### src/rtl/if_stage.sv
// ==================================================================
// if_stage - credit-limited instruction fetch feeding the IF/ID register
// Revision 1.0
// ==================================================================
`default_nettype none
`timescale 1ns/1ps

module if_stage #(
  parameter logic [31:0] RESET_PC = 32'h0000_0000,
  parameter int          DEPTH    = 2
) (
  input  logic        clk,
  input  logic        reset,
  output logic        imem_req_valid,
  output logic [31:0] imem_req_addr,
  input  logic        imem_req_ready,
  input  logic        imem_rsp_valid,
  input  logic [31:0] imem_rsp_data,
  input  logic        redirect_valid,
  input  logic [31:0] redirect_pc,
  input  logic        stall_id,
  output logic [31:0] pc_out,
  output logic [31:0] inst_id,
  output logic        inst_valid_id
);

  localparam int              CW         = $clog2(DEPTH + 1);
  localparam int              PW         = (DEPTH > 1) ? $clog2(DEPTH) : 1;
  localparam logic [PW-1:0]   c_last_ptr = PW'(DEPTH - 1);
  localparam logic [CW:0]     c_depth    = (CW + 1)'(DEPTH);
  localparam logic [31:0]     c_nop      = 32'h0000_0013;

  logic          r_run;
  logic [31:0]   r_fpc;
  logic [CW-1:0] r_out;
  logic [CW-1:0] r_drop;
  logic [31:0]   r_pcq [DEPTH];
  logic [PW-1:0] r_pcq_wr, r_pcq_rd;
  logic [31:0]   r_fb_pc   [DEPTH];
  logic [31:0]   r_fb_inst [DEPTH];
  logic [PW-1:0] r_fb_wr, r_fb_rd;
  logic [CW-1:0] r_fb_cnt;
  logic [31:0]   r_pc_out;
  logic [31:0]   r_inst;
  logic          r_inst_valid;

  logic          w_req_hs;
  logic          w_rsp_live;
  logic          w_load_ok;
  logic          w_fb_pop;
  logic [CW:0]   w_used;
  logic [31:0]   w_redirect_target;

  function automatic logic [PW-1:0] f_inc(input logic [PW-1:0] p);
    return (p == c_last_ptr) ? '0 : p + PW'(1);
  endfunction

  assign w_redirect_target = redirect_pc & ~32'h0000_0003;
  assign w_req_hs          = imem_req_valid && imem_req_ready;
  // Responses still owed to a flushed stream are swallowed here.
  assign w_rsp_live        = imem_rsp_valid && !redirect_valid && (r_drop == '0);
  assign w_load_ok         = !stall_id || !r_inst_valid;
  assign w_fb_pop          = !redirect_valid && w_load_ok && (r_fb_cnt != '0);
  // A buffer entry leaving this cycle frees its credit for a same-cycle request.
  assign w_used            = {1'b0, r_out} + {1'b0, r_fb_cnt} - {{CW{1'b0}}, w_fb_pop};

  assign imem_req_valid = r_run && !redirect_valid && (w_used < c_depth);
  assign imem_req_addr  = r_fpc;
  assign pc_out         = r_pc_out;
  assign inst_id        = r_inst;
  assign inst_valid_id  = r_inst_valid;

  always_ff @(posedge clk or negedge reset) begin
    if (!reset) begin
      r_run        <= 1'b0;
      r_fpc        <= RESET_PC;
      r_out        <= '0;
      r_drop       <= '0;
      r_pcq_wr     <= '0;
      r_pcq_rd     <= '0;
      r_fb_wr      <= '0;
      r_fb_rd      <= '0;
      r_fb_cnt     <= '0;
      r_pc_out     <= 32'h0000_0000;
      r_inst       <= c_nop;
      r_inst_valid <= 1'b0;
    end else begin
      r_run <= 1'b1;
      r_out <= r_out + (w_req_hs ? CW'(1) : CW'(0)) - (imem_rsp_valid ? CW'(1) : CW'(0));

      if (redirect_valid) begin
        r_fpc        <= w_redirect_target;
        r_drop       <= r_out - (imem_rsp_valid ? CW'(1) : CW'(0));
        r_pcq_wr     <= '0;
        r_pcq_rd     <= '0;
        r_fb_wr      <= '0;
        r_fb_rd      <= '0;
        r_fb_cnt     <= '0;
        r_inst_valid <= 1'b0;
      end else begin
        if (w_req_hs) begin
          r_fpc    <= r_fpc + 32'd4;
          r_pcq_wr <= f_inc(r_pcq_wr);
        end
        if (imem_rsp_valid && (r_drop != '0)) begin
          r_drop <= r_drop - CW'(1);
        end
        if (w_rsp_live) begin
          r_pcq_rd <= f_inc(r_pcq_rd);
          r_fb_wr  <= f_inc(r_fb_wr);
        end
        if (w_fb_pop) begin
          r_fb_rd <= f_inc(r_fb_rd);
        end
        r_fb_cnt <= r_fb_cnt + (w_rsp_live ? CW'(1) : CW'(0)) - (w_fb_pop ? CW'(1) : CW'(0));

        if (w_load_ok) begin
          if (r_fb_cnt != '0) begin
            r_pc_out     <= r_fb_pc[r_fb_rd];
            r_inst       <= r_fb_inst[r_fb_rd];
            r_inst_valid <= 1'b1;
          end else begin
            r_inst_valid <= 1'b0;
          end
        end
      end
    end
  end

  // Storage arrays carry no reset; occupancy is tracked by the pointers above.
  always_ff @(posedge clk) begin
    if (w_req_hs) begin
      r_pcq[r_pcq_wr] <= r_fpc;
    end
    if (w_rsp_live) begin
      r_fb_pc[r_fb_wr]   <= r_pcq[r_pcq_rd];
      r_fb_inst[r_fb_wr] <= imem_rsp_data;
    end
  end

endmodule

`default_nettype wire

### config.mk
export PLATFORM = sky130hd
export DESIGN_NAME = if_stage
export DESIGN_NICKNAME = d
export VERILOG_FILES = /design/src/rtl/if_stage.sv
export SDC_FILE = /design/constraint.sdc
export NUM_CORES = 1
export LEC_CHECK = 0
export CAP_MARGIN = 15
export CORE_ASPECT_RATIO = 1.1
export CORE_MARGIN = 3
export CORE_UTILIZATION = 45
export CTS_BUF_LIST = sky130_fd_sc_hd__clkbuf_8
export CTS_CLUSTER_DIAMETER = 80
export CTS_CLUSTER_SIZE = 16
export DETAILED_ROUTE_END_ITERATION = 7
export GPL_TIMING_DRIVEN = 0
export PLACE_DENSITY = 0.67
export SLEW_MARGIN = 40
export SYNTH_ARGS = -nofsm -noshare
export SYNTH_HDL_FRONTEND = slang
export SYNTH_SLANG_ARGS = --single-unit
### constraint.sdc
create_clock -name clk -period 8.1 [get_ports clk]
set_input_delay 1.215 -clock clk [delete_from_list [all_inputs] [get_ports clk]]
set_output_delay 1.215 -clock clk [all_outputs]
set_load 0.03 [all_outputs]
==> metrics.yaml <==
worst_pin_slew_ps: 822
worstRegToRegCells: 13
yosysSeqAreaShare: 0.725
whs_path_depth: 2
yosysTopAreaCell: "edfxtp_1"
r2r-end: "r_pcq[0][21]"
syn_to_final_growth_pct: 23.1
die_y_um: 172
cp_num_cells: 10
slew_headroom: 0.452
synthCells: 781
cts.sinks: 288
setup_viol: 0
synth_edf_count: 184
wl_per_cell_um: 19.1
syn_area_mm2: 0.0112
grt_pass1_vias: 7061
startpoint_type: "input pin"
synth.avg_cell_area_um2: 14.4
pwr_density_cell_mw_per_mm2: 318
end_kind: "output pin"
crit_arrival_ps: 4450
outcome: "completed"
ant_nets: 0
dp.cells: 1258
final_cell_count_no_fill: 1295
cts-buffers-inserted: 21
r2r_start: "r_fb_cnt[0]"
critPathSlowestCell: "clkdlybuf4s50_1"
cts_resized: 0
synth_commonest_cells: "184 x edfxtp_1, 101 x dfrtp_1, 91 x nor2_1"
fmax_ghz: 0.176
setup_tns_ps: 0
hold_viol_final: 0
holdPathEnd: "inst_id[1]"
initial_utilization: 0.466
synth_top_family_by_area: "multiplexers"
root_buffer: "clkbuf_8"
finalCritPeriodShare: 0.700
drc: 0
ys.flop_type: "edfxtp_1"
cpLargestDelayFamily: "buffers and inverters"
drive_above_1_share: 0.0889
leakagePower_nw: 4.96
synthAdderAreaFrac: 0.0107
num_vias: 6955
crit_required_ps: 6880
ys_async_sr_fraction: 0.361
ioPinCount: 168
num_rows: 59
worstPathMaxFanout: 10
die_w_um: 157
ctsHoldBuffers: 0
htree_levels: 1
clk_pin_slew_ps: 90
grt_pass1_wl_um: 38900
period_needed_ps: 5670
hold_start: "inst_id[1]"
grt_start_max_net_pins: 68
antenna_cells: 0
hpwlAfterDp_um: 16900
synth_xor_area_frac: 0.00859
cpMostUsedCell: "clkdlybuf4s50_1"
synth_compound_area_frac: 0.0627
synth.most_common_cell: "edfxtp_1"
ys_types: 46
grt_antenna_before_repair: 0
core_area_mm2: 0.0241
synthTopCellsByArea: "edfxtp_1 49%, dfrtp_1 23%, mux2i_1 5.8%"
max_stage_delay_ps: 740
synth-seq-cells: 288
vdd_ir_drop_max_uv: 117
drt-pass1-iter-count: 5
skew_ps: 25.5
viasPerCell: 5.37
routed_wl_um: 24800
utilization: 0.574
synthMuxAreaShare: 0.0881
worstSkewPairLatency_ps: 540
dieArea_mm2: 0.0269
maxCapViolations: 0
finalPower_mw: 4.39
cts_tree: "done"
fin_nets: 1055
port_buffers: 160
post_cts_buffers: 0
crit_chain: "clkdlybuf4s50_1 -> a21oi_1 -> and2_1 -> clkbuf_1 -> nor2b_1 -> o21ai_0 -> fa_1 -> xnor2_1 -> nor3_1 -> clkdlybuf4s50_1"
grt_use_total: 0.184
grt_overflow: 0
drv_slew: 0
rsz0062_at_grt: "no"
yosysWarningCount: 0
routabilityCongestion: 0.841
holdWs_ps: 511
hold_path.class: "flop to flop"
cp_num_buf_inv: 3
worstSetupPathType: "input pin to output pin"
synth_top_cell_area_share: 0.492
synth-simple-area-share: 0.0835
drt_iter0_drc: 366
max-clock-path-buffers: 3
r2r_setup_slack_ps: 3730
## layout make-up
class | count | area [um2]
clock buffers | 21 | 289
repair buffers | 169 | 1820
well taps | 305 | 382
clock inverters | 16 | 63.8
fillers | 1935 | 10300
inverters | 16 | 60.1
flip-flops and latches | 288 | 8130
plain buffers | 40 | 175
multi-input cells | 440 | 2900
## layout by cell type, fill, tap and decap left out, types with 3 or more instances in the layout
| cell | netlist | final |
|---|---|---|
| buf_8 | 0 | 4 |
| conb_1 | 2 | 5 |
| buf_1 | 7 | 7 |
| mux2_2 | 30 | 30 |
| edfxtp_1 | 184 | 184 |
| o311ai_0 | 4 | 4 |
| nor2_1 | 91 | 87 |
| and2_1 | 4 | 3 |
| dfrtp_1 | 101 | 101 |
| nor2b_1 | 5 | 5 |
| nor2_4 | 0 | 3 |
| nand2_1 | 37 | 37 |
| nand3_1 | 25 | 25 |
| clkbuf_1 | 21 | 21 |
| o211ai_1 | 10 | 10 |
| dfstp_2 | 3 | 3 |
| a221o_1 | 5 | 5 |
| clkbuf_8 | 0 | 21 |
| o21ai_0 | 17 | 17 |
| buf_4 | 4 | 4 |
| buf_2 | 8 | 8 |
| and3_1 | 4 | 4 |
| xnor2_1 | 9 | 9 |
| clkdlybuf4s50_1 | 0 | 159 |
| a22oi_1 | 3 | 3 |
| buf_16 | 0 | 6 |
| inv_1 | 15 | 30 |
| and4_1 | 3 | 3 |
| mux2i_1 | 65 | 65 |
| a21oi_1 | 74 | 74 |
| nor3_1 | 4 | 4 |
| nand4_1 | 12 | 12 |
| ha_1 | 8 | 8 |
## sequential cells by signal, indices dropped and copies added (netlist names)
register       flops
pc_out            30
imem_req_addr     30
inst_id           32
r_run              1
r_pcq_rd           1
r_pcq_wr           1
r_fb_cnt           2
inst_valid_id      1
r_fb_inst         64
r_fb_wr            1
r_drop             2
r_out              2
r_pcq             60
r_fb_pc           60
r_fb_rd            1
## worst reg2reg max path, delay by kind of cell, from the launching register on
kind	cells	cell delay, ps
AOI/OAI and AO/OA	2	320
and+or+nand+nor	5	1620
DFF	1	410
adders and majority gates	1	390
xor gates and xnor gates	1	190
buffers and inverters	4	1170
## layer usage
metal	part of all wire	global-route usage	vias to the layer above
met5	0	0	-
met4	0.022	0.0533	0
met3	0.065	0.0330	38
met2	0.48	0.300	257
met1	0.43	0.255	3418
li1	-	-	3242
## power breakdown
group          internal (mW)  leakage (nW)  total [mW]  switching (mW)
sequential              1.89          2.86        2.06           0.176
combinational          0.661          1.87        1.65           0.985
clock                  0.245         0.231       0.679           0.434
total                   2.79          4.96        4.39            1.59
## metrics by stage
stage | area [um2] | worst slack [ps]
after detailed placement | 13500 | 2410
after global placement | 13200 | 895
after floorplan | 11200 | 2910
after CTS | 13800 | 2370
final | 13800 | 2430
after global routing | 13800 | 2150
## how the worst max path moves through the flow
stage | slack (ps) | start | endpoint
2_1_floorplan | 2910 | redirect_valid | r_pcq[0][10]
3_3_place_gp | 900 | redirect_valid | r_fb_pc[0][27]
3_5_place_dp | 2410 | stall_id | imem_req_valid
4_1_cts | 2370 | stall_id | imem_req_valid
5_1_grt | 2150 | stall_id | imem_req_valid
6_report | 2430 | stall_id | imem_req_valid
## cells by family after synthesis
logic type,Yosys count
DFF,288
and+or+nand+nor,199
AOI/OAI and AO/OA,121
muxes,95
buffers and inverters,56
xor gates and xnor gates,11
adders and majority gates,9
other,2
No activity file was read; power rests on OpenSTA's default activity.
